## config.mk

```make
export PLATFORM = sky130hd
export DESIGN_NAME = mem_arb
export DESIGN_NICKNAME = d
export VERILOG_FILES = /design/src/rtl/mem_arb.sv
export SDC_FILE = /design/constraint.sdc
export NUM_CORES = 1
export LEC_CHECK = 0
export ABC_AREA = 1
export CORE_AREA = 2 2 193 195
export CTS_CLUSTER_SIZE = 30
export DETAILED_ROUTE_END_ITERATION = 10
export DIE_AREA = 0 0 195 197
export GPL_TIMING_DRIVEN = 0
export PLACE_DENSITY_LB_ADDON = 0.1
export SLEW_MARGIN = 20
export SYNTH_ARGS = -nofsm -noshare
export SYNTH_HDL_FRONTEND = slang
export SYNTH_SLANG_ARGS = --single-unit
```

## constraint.sdc

```tcl
create_clock -name clk -period 3.9 [get_ports clk]
set_input_delay 0.39 -clock clk [delete_from_list [all_inputs] [get_ports clk]]
set_output_delay 0.39 -clock clk [all_outputs]
set_load 0.01 [all_outputs]
```

## src/rtl/mem_arb.sv

```systemverilog
// mem_arb: arbitrates the IFU and LSU onto the single shared memory port.
// Each access is serialised as IDLE -> ACCESS -> RESP. Illegal requests
// (misaligned address, or an LSU mask that is not one-hot) skip ACCESS and
// return an error response one cycle after the handshake.
//
// Ports:
//   clk, rst_n          clock, asynchronous active-low reset
//   ifu_req_*/ifu_resp_* instruction fetch request/response (32-bit word reads)
//   lsu_req_*/lsu_resp_* load/store request/response (mask: b0 dword, b1 word,
//                        b2 half, b3 byte; load data is right-justified)
//   mem_*               memory port; rdata is combinational, writes commit on
//                       the posedge that ends ACCESS
//
// Build option: define MEM_ARB_RR_EN for strict round-robin arbitration.
// Without it, the LSU has priority and the IFU is forced through after
// STARVE_LIM consecutive LSU grants taken while the IFU was waiting.
module mem_arb #(
  parameter int unsigned AW         = 64,
  parameter int unsigned DW         = 64,
  parameter int unsigned STARVE_LIM = 4
) (
  input  logic          clk,
  input  logic          rst_n,
  input  logic          ifu_req_valid,
  output logic          ifu_req_ready,
  input  logic [AW-1:0] ifu_addr,
  output logic          ifu_resp_valid,
  output logic          ifu_resp_err,
  output logic [31:0]   ifu_rdata,
  input  logic          lsu_req_valid,
  output logic          lsu_req_ready,
  input  logic          lsu_wen,
  input  logic [3:0]    lsu_mask,
  input  logic [AW-1:0] lsu_addr,
  input  logic [DW-1:0] lsu_wdata,
  output logic          lsu_resp_valid,
  output logic          lsu_resp_err,
  output logic [DW-1:0] lsu_rdata,
  output logic          mem_ena,
  output logic          mem_wen,
  output logic [3:0]    mem_mask,
  output logic [AW-1:0] mem_addr,
  output logic [DW-1:0] mem_wdata,
  input  logic [DW-1:0] mem_rdata
);

  typedef enum logic [1:0] {IDLE, ACCESS, RESP} state_e;

  state_e        state_q, state_d;
  logic [AW-1:0] addr_q, addr_d;
  logic          wen_q, wen_d;
  logic [3:0]    mask_q, mask_d;
  logic [DW-1:0] wdata_q, wdata_d;
  logic          owner_q, owner_d;   // 1 = LSU owns the current access
  logic          err_q, err_d;
  logic [31:0]   ifu_rdata_q, ifu_rdata_d;
  logic [DW-1:0] lsu_rdata_q, lsu_rdata_d;

  logic ifu_win, lsu_win, ifu_hs, lsu_hs, ifu_bad, lsu_bad;

`ifdef MEM_ARB_RR_EN
  logic last_q, last_d;              // 1 = LSU was granted last
`else
  logic [3:0] cnt_q, cnt_d;
`endif

  // Winner selection
  always_comb begin
`ifdef MEM_ARB_RR_EN
    if (ifu_req_valid && lsu_req_valid) lsu_win = !last_q;
    else                                lsu_win = lsu_req_valid;
`else
    lsu_win = lsu_req_valid && !(ifu_req_valid && (cnt_q == 4'(STARVE_LIM)));
`endif
    ifu_win = ifu_req_valid && !lsu_win;
  end

  assign ifu_hs = (state_q == IDLE) && ifu_win;
  assign lsu_hs = (state_q == IDLE) && lsu_win;

  // Legality of the incoming request, evaluated at latch time
  always_comb begin
    ifu_bad = (ifu_addr[1:0] != 2'b00);
    unique case (lsu_mask)
      4'b0001: lsu_bad = (lsu_addr[2:0] != 3'b000);
      4'b0010: lsu_bad = (lsu_addr[1:0] != 2'b00);
      4'b0100: lsu_bad = lsu_addr[0];
      4'b1000: lsu_bad = 1'b0;
      default: lsu_bad = 1'b1;
    endcase
  end

  // Next-state logic
  always_comb begin
    state_d = state_q;
    unique case (state_q)
      IDLE: begin
        if (lsu_hs)      state_d = lsu_bad ? RESP : ACCESS;
        else if (ifu_hs) state_d = ifu_bad ? RESP : ACCESS;
      end
      ACCESS:  state_d = RESP;
      RESP:    state_d = IDLE;
      default: state_d = IDLE;
    endcase
  end

  // Request latch, read capture and arbitration bookkeeping
  always_comb begin
    addr_d      = addr_q;
    wen_d       = wen_q;
    mask_d      = mask_q;
    wdata_d     = wdata_q;
    owner_d     = owner_q;
    err_d       = err_q;
    ifu_rdata_d = ifu_rdata_q;
    lsu_rdata_d = lsu_rdata_q;
    if (lsu_hs) begin
      addr_d      = lsu_addr;
      wen_d       = lsu_wen;
      mask_d      = lsu_mask;
      wdata_d     = lsu_wdata;
      owner_d     = 1'b1;
      err_d       = lsu_bad;
      lsu_rdata_d = '0;              // stores and errors return zero data
    end else if (ifu_hs) begin
      addr_d      = ifu_addr;
      wen_d       = 1'b0;
      mask_d      = 4'b0010;
      wdata_d     = '0;
      owner_d     = 1'b0;
      err_d       = ifu_bad;
      ifu_rdata_d = '0;
    end
    if (state_q == ACCESS && !wen_q) begin
      if (owner_q) lsu_rdata_d = mem_rdata;
      else         ifu_rdata_d = mem_rdata[31:0];
    end
  end

`ifdef MEM_ARB_RR_EN
  always_comb begin
    last_d = last_q;
    if (lsu_hs)      last_d = 1'b1;
    else if (ifu_hs) last_d = 1'b0;
  end
`else
  // Counts LSU grants taken while the IFU is kept waiting; any gap in
  // ifu_req_valid restarts the count.
  always_comb begin
    cnt_d = cnt_q;
    if (!ifu_req_valid || ifu_hs)        cnt_d = '0;
    else if (lsu_hs && cnt_q != 4'hF)    cnt_d = cnt_q + 4'd1;
  end
`endif

  // State register
  always_ff @(posedge clk or negedge rst_n) begin
    if (!rst_n) begin
      state_q     <= IDLE;
      addr_q      <= '0;
      wen_q       <= 1'b0;
      mask_q      <= '0;
      wdata_q     <= '0;
      owner_q     <= 1'b0;
      err_q       <= 1'b0;
      ifu_rdata_q <= '0;
      lsu_rdata_q <= '0;
`ifdef MEM_ARB_RR_EN
      last_q      <= 1'b0;
`else
      cnt_q       <= '0;
`endif
    end else begin
      state_q     <= state_d;
      addr_q      <= addr_d;
      wen_q       <= wen_d;
      mask_q      <= mask_d;
      wdata_q     <= wdata_d;
      owner_q     <= owner_d;
      err_q       <= err_d;
      ifu_rdata_q <= ifu_rdata_d;
      lsu_rdata_q <= lsu_rdata_d;
`ifdef MEM_ARB_RR_EN
      last_q      <= last_d;
`else
      cnt_q       <= cnt_d;
`endif
    end
  end

  // Outputs: memory port is decoded from the state register so that reset
  // drops mem_ena immediately and no write can commit.
  always_comb begin
    mem_ena   = 1'b0;
    mem_wen   = 1'b0;
    mem_mask  = '0;
    mem_addr  = '0;
    mem_wdata = '0;
    if (state_q == ACCESS) begin
      mem_ena   = 1'b1;
      mem_wen   = wen_q;
      mem_mask  = mask_q;
      mem_addr  = addr_q;
      mem_wdata = wdata_q;
    end
    ifu_req_ready  = ifu_hs;
    lsu_req_ready  = lsu_hs;
    ifu_resp_valid = (state_q == RESP) && !owner_q;
    lsu_resp_valid = (state_q == RESP) && owner_q;
    ifu_resp_err   = ifu_resp_valid && err_q;
    lsu_resp_err   = lsu_resp_valid && err_q;
    ifu_rdata      = ifu_rdata_q;
    lsu_rdata      = lsu_rdata_q;
  end

endmodule

```

==> metrics.yaml <==
ys_seq_area_share_pct: 55.5
fp.dieArea_mm2: 0.0384
crit_family: "buffers and inverters"
worstSetupStartpoint: "state_q[0]$_DFFE_PN0P_"
ys_warn_count: 0
critPathBufInv: 5
pre_cts_ws_ns: 0.857
seqPwrFrac_pct: 33.9
start_kind: "register"
p_sw_share_pct: 36.8
worstMarginPinSlew_ns: 0.863
globalRouteOverflowTotal: 0
clk-insertion-delay-late_ns: 0.54
grtUsageMet3_pct: 7.02
grt_use_met1_pct: 26.8
crit_slowest_cell: "clkdlybuf4s50_1"
vias: 10600
arrival_ns: 3.07
numCtsBuffers: 28
synthFlopType: "dfrtp_1"
initial_utilization_pct: 29.5
htreeDepth: 1
synthesis.area_mm2: 0.0107
met2_usage_pct: 37.0
period_share_pct: 88.7
cts_buffer_depth: 3
min_path_type: "input pin to asynchronous set/reset pin"
layout_commonest_cell: "clkdlybuf4s50_1"
finalNonFillerCells: 2376
routedWlPerCell_um: 17.9
final_hold_viol_count: 0
p_leak_nw: 8.15
utilization_pct: 47.9
antenna_found_initial: 7
drt_first_pass_iters: 5
cts_root_buffer: "clkbuf_16"
dp.cells: 2320
fmax_mhz: 289
fin_skew_ns: 0.0103
cts_tree: "built"
slowest_delay_ns: 0.57
internal_power_mw: 7.53
rsz0062_at_grt: "false"
ys_async_sr_fraction_pct: 100
cts_setup_buffers: 0
grt_max_degree: 77
vdd_drop_max_uv: 335
relSlewSlack_pct: 42.5
place.gp.congestion: 0.828
syn_area_per_cell_um2: 7.93
hpwl_um: 32500
cts_sinks: 237
syn_to_final_growth_pct: 62.5
p_total_mw: 11.9
path_cells: "inv_1, nor2_2, inv_2, clkbuf_1, buf_1, nor2_1, clkdlybuf4s50_1"
setup_viol: 0
comb_power_share_pct: 42.7
die_y_um: 197
drive_gt1_share_pct: 4.99
avgViaCountPerCell: 4.46
num_rows: 70
synth-seq-cells: 237
path_clk_slew_ns: 0.06
top_usage_layer: "met2"
synth_edf_count: 0
grt_pass1_vias: 10700
fin_ws_ns: 0.441
nets: 2150
die-width_um: 195
required_ns: 3.51
track_usage_pct: 21.7
path_max_fanout: 10
r2r_start: "cnt_q[0]$_DFFE_PN0P_"
finalCriticalPeriod_ns: 3.46
powerDensity_mw_per_mm2: 685
most-common-layout-cells: "clkdlybuf4s50_1 (499), nand2_1 (306), dfrtp_1 (237)"
io_buffers: 500
grt_pass1_wl_um: 64400
io_pins: 501
clockPowerShare_pct: 23.4
drt_iter0_drc: 437
syn-num-nets: 1616
syn_inst: 1349
critPathCaptureType: "output pin"
r2r_slack_ns: 1.70
cap_viol_max_count: 0
finalMaxSlewViolations: 0
routed_wl_um: 42600
fillers: 3657
status: "finished clean"
final_antenna_net_count: 0
switchingPower_mw: 4.37
synth_cell_types: 27
drc: 0
path_class: "register to output pin"
coreArea_mm2: 0.0363
## metrics by stage
step	instance area [um^2]	setup TNS [ns]	hold WS [ns]
floorplan	10700	0	0.0944
global placement	16300	-1986.87	0.465
detailed placement	16400	0	0.307
CTS	17400	0	0.337
global route	17400	0	0.377
finish	17400	0	0.341
## path summary, 6_finish.rpt
path / end / depth (start not counted)
worst max-delay path: mem_wdata[62] / 7
worst min-delay path: wdata_q[23]$_DFFE_PN0P_ / 2
worst max register to register: wdata_q[54]$_DFFE_PN0P_ / 9
worst min register to register: addr_q[0]$_DFFE_PN0P_ / 2
max in group asynchronous: addr_q[44]$_DFFE_PN0P_ / 4
min in group clk: lsu_rdata[60]$_DFF_PN0_ / 3
## per-layer routing
metal  wire length (um)  vias up
li1                   -     5253
met1              17700     4908
met2              20400      368
met3               3760       51
met4                694        8
met5                 54        -
## registers in the layout, summed over array words and instances, names as in the netlist
signal     cells
owner_q        1
lsu_rdata     64
cnt_q          4
addr_q        64
mask_q         4
ifu_rdata     32
wdata_q       64
state_q        2
err_q          1
wen_q          1
## cells in the mapped netlist (2+ instances only)
| cell type | n | area share (%) |
|---|---|---|
| nand2_1 | 306 | 11 |
| dfrtp_1 | 237 | 55 |
| inv_1 | 200 | 7.0 |
| nor2_1 | 164 | 5.8 |
| o21ai_0 | 158 | 7.4 |
| nand3_1 | 136 | 6.4 |
| clkbuf_1 | 35 | 1.2 |
| buf_2 | 31 | 1.5 |
| o22ai_1 | 25 | 1.5 |
| o21ai_1 | 15 | 0.70 |
| buf_1 | 14 | 0.49 |
| a21oi_1 | 4 | 0.19 |
| buf_4 | 4 | 0.28 |
| buf_6 | 2 | 0.21 |
| ha_1 | 2 | 0.23 |
| inv_2 | 2 | 0.070 |
| nand2_2 | 2 | 0.12 |
| nor3_1 | 2 | 0.094 |
| nor4_1 | 2 | 0.12 |
## logic make-up after synthesis
logic type	share of synthesized area, %
compound gates	9.75
xor+xnor	0.0819
fa+ha+maj	0.234
buf+inv	10.8
flops	55.5
simple gates	23.7
## layout make-up
| class | instances | area (um^2) | area share [%] |
|---|---|---|---|
| Clock buffer | 45 | 876 | 5.04 |
| Inverter | 203 | 764 | 4.40 |
| Multi-Input combinational cell | 823 | 3610 | 20.8 |
| Buffer | 86 | 392 | 2.25 |
| Antenna cell | 3 | 7.51 | 0.0432 |
| Timing Repair Buffer | 504 | 5100 | 29.4 |
| Sequential cell | 237 | 5930 | 34.1 |
| Tap cell | 468 | 586 | 3.37 |
| Clock inverter | 7 | 113 | 0.648 |
## worst register-to-register path, cell delays in order, from the launching register on
cell and delay, ns:
dfrtp_1 0.40, inv_1 0.09, ha_1 0.20, nand4_1 0.14
nand3_2 0.21, inv_2 0.31, buf_2 0.32, buf_2 0.28
nand2_1 0.09, o21ai_0 0.09
## power groups by stage
| stage | sequential [mW] | combinational, mW | clock, mW |
|---|---|---|---|
| 2_1_floorplan | 4.19 | 2.28 | 0 |
| 3_3_place_gp | 4.06 | 5.09 | 0 |
| 3_5_place_dp | 4.06 | 5.14 | 0 |
| 6_report | 4.04 | 5.08 | 2.78 |
| 5_1_grt | 4.16 | 5.67 | 2.97 |
| 4_1_cts | 4.04 | 5.17 | 2.85 |
## what timing repair did
action                     CTS  global route
setup endpoints to repair    0             0
hold buffers                 1             0
gates resized for setup      0             0
hold endpoints to repair    46             0
(Power assumes the default switching activity.)
